File: src/rtl/id_stage_pipe.sv
// Instruction decode stage: field decode, register bank with write-back bypass,
// immediate extension and a registered ID/EX stage with load-use stall and flush.
module id_stage_pipe #(
  parameter int DATA_W  = 32,
  parameter int NREG    = 16,
  parameter int R0_ZERO = 1,
  parameter int BYPASS  = 1
) (
  input  logic              CLK,
  input  logic              RST,
  input  logic              in_valid,
  output logic              in_ready,
  input  logic [31:0]       instruction,
  input  logic [31:0]       in_pc,
  input  logic              flush,
  input  logic              wb_en,
  input  logic [3:0]        wb_addr,
  input  logic [DATA_W-1:0] wb_data,
  output logic              out_valid,
  input  logic              out_ready,
  output logic [2:0]        out_type,
  output logic [4:0]        out_op,
  output logic [3:0]        out_wc,
  output logic              out_we,
  output logic [DATA_W-1:0] out_pra,
  output logic [DATA_W-1:0] out_prb,
  output logic [DATA_W-1:0] out_imm,
  output logic [31:0]       out_pc
);

  localparam logic [4:0] NREG_L    = 5'(NREG);
  localparam logic [2:0] T_ALU_RR  = 3'b001;
  localparam logic [2:0] T_ALU_IMM = 3'b010;
  localparam logic [2:0] T_LOG_IMM = 3'b011;
  localparam logic [2:0] T_LOAD    = 3'b100;
  localparam logic [2:0] T_STORE   = 3'b101;
  localparam logic [2:0] T_BRANCH  = 3'b110;

  logic [2:0]        type_f;
  logic [4:0]        op_f;
  logic [3:0]        wc_f;
  logic [3:0]        ra_f;
  logic [3:0]        rb_f;
  logic [15:0]       imm_f;
  logic              reads_ra;
  logic              reads_rb;
  logic              writes;
  logic              wb_act;
  logic              hazard;
  logic [DATA_W-1:0] pra;
  logic [DATA_W-1:0] prb;
  logic [DATA_W-1:0] imm_s;
  logic [DATA_W-1:0] imm_z;
  logic [DATA_W-1:0] imm_ext;
  logic [DATA_W-1:0] regs [16];

  function automatic logic in_bank(input logic [3:0] a);
    return ({1'b0, a} < NREG_L);
  endfunction

  function automatic logic zero_reg(input logic [3:0] a);
    return (R0_ZERO != 0) && (a == 4'd0);
  endfunction

  assign type_f = instruction[31:29];
  assign op_f   = instruction[28:24];
  assign wc_f   = instruction[23:20];
  assign ra_f   = instruction[19:16];
  assign rb_f   = instruction[15:12];
  assign imm_f  = instruction[15:0];

  always_comb begin
    reads_ra = 1'b0;
    reads_rb = 1'b0;
    writes   = 1'b0;
    case (type_f)
      T_ALU_RR:  begin reads_ra = 1'b1; reads_rb = 1'b1; writes = 1'b1; end
      T_ALU_IMM,
      T_LOG_IMM,
      T_LOAD:    begin reads_ra = 1'b1; writes = 1'b1; end
      T_STORE:   begin reads_ra = 1'b1; reads_rb = 1'b1; end
      T_BRANCH:  reads_ra = 1'b1;
      default:   ;
    endcase
  end

  // Replication of zero width is illegal, so the 16-bit case is split out.
  if (DATA_W > 16) begin : g_ext
    assign imm_s = {{(DATA_W-16){imm_f[15]}}, imm_f};
    assign imm_z = {{(DATA_W-16){1'b0}}, imm_f};
  end else begin : g_noext
    assign imm_s = imm_f;
    assign imm_z = imm_f;
  end

  assign imm_ext = (type_f == T_LOG_IMM) ? imm_z : imm_s;

  assign wb_act = !RST && wb_en && in_bank(wb_addr) && !zero_reg(wb_addr);

  always_ff @(posedge CLK) begin
    if (RST) begin
      for (int i = 0; i < 16; i++) regs[i] <= '0;
    end else if (wb_act) begin
      regs[wb_addr] <= wb_data;
    end
  end

  always_comb begin
    pra = '0;
    if (in_bank(ra_f) && !zero_reg(ra_f)) begin
      if ((BYPASS != 0) && wb_act && (wb_addr == ra_f)) pra = wb_data;
      else                                             pra = regs[ra_f];
    end
  end

  always_comb begin
    prb = '0;
    if (in_bank(rb_f) && !zero_reg(rb_f)) begin
      if ((BYPASS != 0) && wb_act && (wb_addr == rb_f)) prb = wb_data;
      else                                             prb = regs[rb_f];
    end
  end

  // A load in ID/EX whose destination feeds the instruction in ID forces one bubble.
  assign hazard = in_valid && out_valid && (out_type == T_LOAD) &&
                  ((reads_ra && (ra_f == out_wc) && !zero_reg(ra_f)) ||
                   (reads_rb && (rb_f == out_wc) && !zero_reg(rb_f)));

  assign in_ready = !RST && !flush && !hazard && (!out_valid || out_ready);

  always_ff @(posedge CLK) begin
    if (RST) begin
      out_valid <= 1'b0;
      out_type  <= '0;
      out_op    <= '0;
      out_wc    <= '0;
      out_we    <= 1'b0;
      out_pra   <= '0;
      out_prb   <= '0;
      out_imm   <= '0;
      out_pc    <= '0;
    end else if (flush) begin
      out_valid <= 1'b0;
    end else if (in_valid && in_ready) begin
      out_valid <= 1'b1;
      out_type  <= type_f;
      out_op    <= op_f;
      out_wc    <= wc_f;
      out_we    <= writes;
      out_pra   <= pra;
      out_prb   <= prb;
      out_imm   <= imm_ext;
      out_pc    <= in_pc;
    end else if (hazard && out_ready) begin
      out_valid <= 1'b0;
    end else if (out_valid && out_ready) begin
      out_valid <= 1'b0;
    end
  end

endmodule

File: config.mk
export PLATFORM = sky130hd
export DESIGN_NAME = id_stage_pipe
export DESIGN_NICKNAME = d
export VERILOG_FILES = /design/src/rtl/id_stage_pipe.sv
export SDC_FILE = /design/constraint.sdc
export NUM_CORES = 1
export LEC_CHECK = 0
export BUFFER_PORTS_ARGS = -buffer_cell sky130_fd_sc_hd__buf_2
export CAP_MARGIN = 5
export CORE_MARGIN = 3
export CORE_UTILIZATION = 55
export DETAILED_ROUTE_END_ITERATION = 8
export MAX_ROUTING_LAYER = met4
export PLACE_DENSITY_LB_ADDON = 0.25
export SETUP_SLACK_MARGIN = 0.2
export SLEW_MARGIN = 0
export SYNTH_ARGS = -nofsm -noshare
export SYNTH_HDL_FRONTEND = slang
export SYNTH_SLANG_ARGS = --single-unit
File: constraint.sdc
create_clock -name CLK -period 3.9 [get_ports CLK]
set_clock_uncertainty 0.1 [all_clocks]
set_input_delay 0.195 -clock CLK [delete_from_list [all_inputs] [get_ports CLK]]
set_output_delay 0.195 -clock CLK [all_outputs]
set_load 0.01 [all_outputs]
==> results.txt <==
Sequential area share after synthesis = 55.3%
Row cnt = 88
Largest net degree at the start of global routing = 80
TritonCTS Buffers = 69
Top-area cell type share of the netlist area = 47.5%
Unrepaired setup endpoints after global routing = no
Rel. slew slack = 24.1%
DP Cell Count = 3235
Final slew viol count = 0
Crit path cell chain = nor4bb_1 > nand4_1 > o21bai_4 > buf_4 > o21ai_0 > a21oi_1 > dlygate4sd3_1
Seq cells post-synth = 639
Largest stage delay, worst path = 0.75 ns
Final HPWL DP = 57600 um
Final Hold Vio Count = 0
Core Region = 57900 um2
Leakage power = 14.0 nW
Boundary pin count = 249
Tightest Pin Transition = 1.14 ns
Clk_lat worst skew = 0.62 ns
Final setup TNS = 0 ns
DIE HEIGHT = 249 um
Status = completed
Crit path DAT = 3.71 ns
Setup Buffers After CTS = 0
Fmax = 307 MHz
Layout cell share with drive strength beyond 1 = 26.9%
Syn avg cell area = 13.6 um2
Initial Util = 55.9%
Cell variety after synth = 41
Reg area = 17900 um2
Power per cell area = 430 nW/um2
Fill count = 4144
Vias in the first global route = 23700
Critical Path End Type = register
Hold Path Class = in -> reg
Via density = 6.61
Tot GR Track Use = 33.4%
Detail Route Antenna Nets = 0
Worst setup slack after placement = 0.943 ns
Reg2Reg Setup Slack = 0.64 ns
Peak VDD IR = 288 uV
Port Buf Inserts = 248
Startpoint types = register
Vias = 23100
RePlAce Congestion = 0.850
Area added between synthesis and finish = 16.8%
Die Width = 249 um
Avg WL per Cell = 29.1 um
Buffer depth of the longest clock path = 3
Final wirelength = 102000 um
Clock transition at path regs = 0.06 ns
Worst path top cell family by delay = compound AO/OA/AOI/OAI gates
Area of the multi-input gates = 13500 um2
H-tree depth = 3
Synth area leader = edfxtp_1
Syn. warnings = 0
Fin worst setup slack = 0.639 ns
Pre-antenna DRT Iters = 6
Tmin final = 3.26 ns
DRC marker count from the first detailed-route iteration = 2593
Slowest-stage cell, CP = o21bai_4
# nets final = 2772
Residual DRC = 0
Die area = 61800 um2
Setup CP Type = reg -> reg
Req. time, crit path = 4.35 ns
First-pass GRT wire length = 151000 um
Synth top area cells = edfxtp_1, mux4_2, and2_1
Fin crit share = 83.6%
Non-Filler Instances = 3490
Worst Path Buf+Inv = 2
CTS Sinks = 639
Post-synthesis instance area = 32400 um2
Cell count after synthesis = 2383
Initial antenna violation count = 9
Max Cap Violations = 0
CTS tree = yes
# setup viols final = 0
Root Buffer = clkbuf_16
Total grt overflow = 0
Crit-path max FO = 42
layout make-up:
class                           count  area share, %
Clock inverter                     25          0.503
Antenna cell                        4         0.0265
Clock buffer                      101           5.40
Sequential cell                   639           47.4
Multi-Input combinational cell   1511           35.7
Timing Repair Buffer              445           8.46
Tap cell                          765           2.53
per-layer routing:
layer  share of wire, %  vias up  GRT usage, %  wire length (um)
li1                   -     9623             -                 -
met4                3.5        0          12.7              3610
met1                 37    11700          42.9             38000
met3                 10      257          6.65             10700
met5                  0        -             -                 0
met2                 49     1477          53.2             49300
power by group:
part | switching, W | internal [W] | total (W)
sequential | 0.000211 | 0.00773 | 0.00794
clock | 0.00270 | 0.00378 | 0.00648
combinational | 0.00102 | 0.000814 | 0.00183
path summary, 6_finish.rpt:
check	from	endpoint	depth (start not counted)
setup / recovery	out_type[0]	out_imm[4]	7
hold / removal	wb_data[9]	regs[3][9]	2
hold reg to reg	out_prb[4]	out_prb[4]	1
setup reg to reg	out_type[0]	out_imm[4]	7
cells by family after synthesis:
group,count (synthesis),share of synthesized area [%]
DFF,639,55.3
other,1,0.0116
muxes,384,19.3
and+or+nand+nor,703,13.1
buffers and inverters,264,3.54
xor gates and xnor gates,16,0.433
AOI/OAI and AO/OA,376,8.25
per-stage QoR:
step	instance area, um2	power, W	utilization (%)	hold WS (ns)
after global routing	37800	0.0167	65.3	0.0165
after CTS	37800	0.0163	65.3	0.00119
after detailed placement	34300	0.00978	59.3	0.351
after floorplan	32500	0.00913	-	0.243
after global placement	34300	0.00971	59.3	0.344
final	37800	0.0163	65.3	0.000818
synth_stat cells, drive strengths merged:
cell type and count:
o21ba 1, mux4 192, o21ai 74, o2111ai 1
nand2b 3, o21bai 1, mux2i 182, nor3 5
mux2 10, xnor2 5, o211ai 108, a21oi 63
nand3 74, xor2 11, and2 485, or4 2
clkbuf 174, or3 2, dfxtp 127, nand3b 2
nor4 5, buf 90, nor4bb 1, nand4 3
nor3b 1, a32o 64, a221oi 10, edfxtp 512
a22oi 54, or2 79, and3 2, nor2b 5
conb 1, nor2 17, nand2 17
timing repair:
item / CTS / global route
gates resized for setup: 0 / 0
hold endpoints to repair: 404 / 0
hold buffers: 125 / 0
cells in the final DEF, fill, tap and decap left out, types with 4 or more instances in the layout:
master,synthesis,routed
edfxtp_1,512,512
and2_1,484,484
buf_2,47,241
mux4_2,192,192
mux2i_1,182,182
dfxtp_1,127,127
dlygate4sd3_1,0,125
o211ai_1,108,108
or2_2,79,79
nand3_1,74,74
o21ai_0,74,74
clkbuf_16,0,74
a32o_1,64,64
buf_4,16,63
a21oi_1,62,62
a22oi_1,54,54
conb_1,1,32
clkbuf_1,174,18
nand2_1,17,15
clkinv_2,0,13
nor2_2,0,12
xor2_1,11,11
a221oi_1,10,10
mux2_2,10,10
buf_12,0,10
clkbuf_8,0,9
clkinv_1,0,6
buf_6,5,6
nor2_1,17,5
xnor2_1,5,5
nor4_1,5,5
diode_2,0,4
nor3_2,0,4
sequential cells by signal, indices dropped and copies added, names as in the netlist:
name,flops
out_pra,32
out_wc,4
out_op,5
out_type,3
out_pc,32
out_valid,1
regs,512
out_prb,32
out_we,1
out_imm,17
No activity file was read; power rests on OpenSTA's default activity.
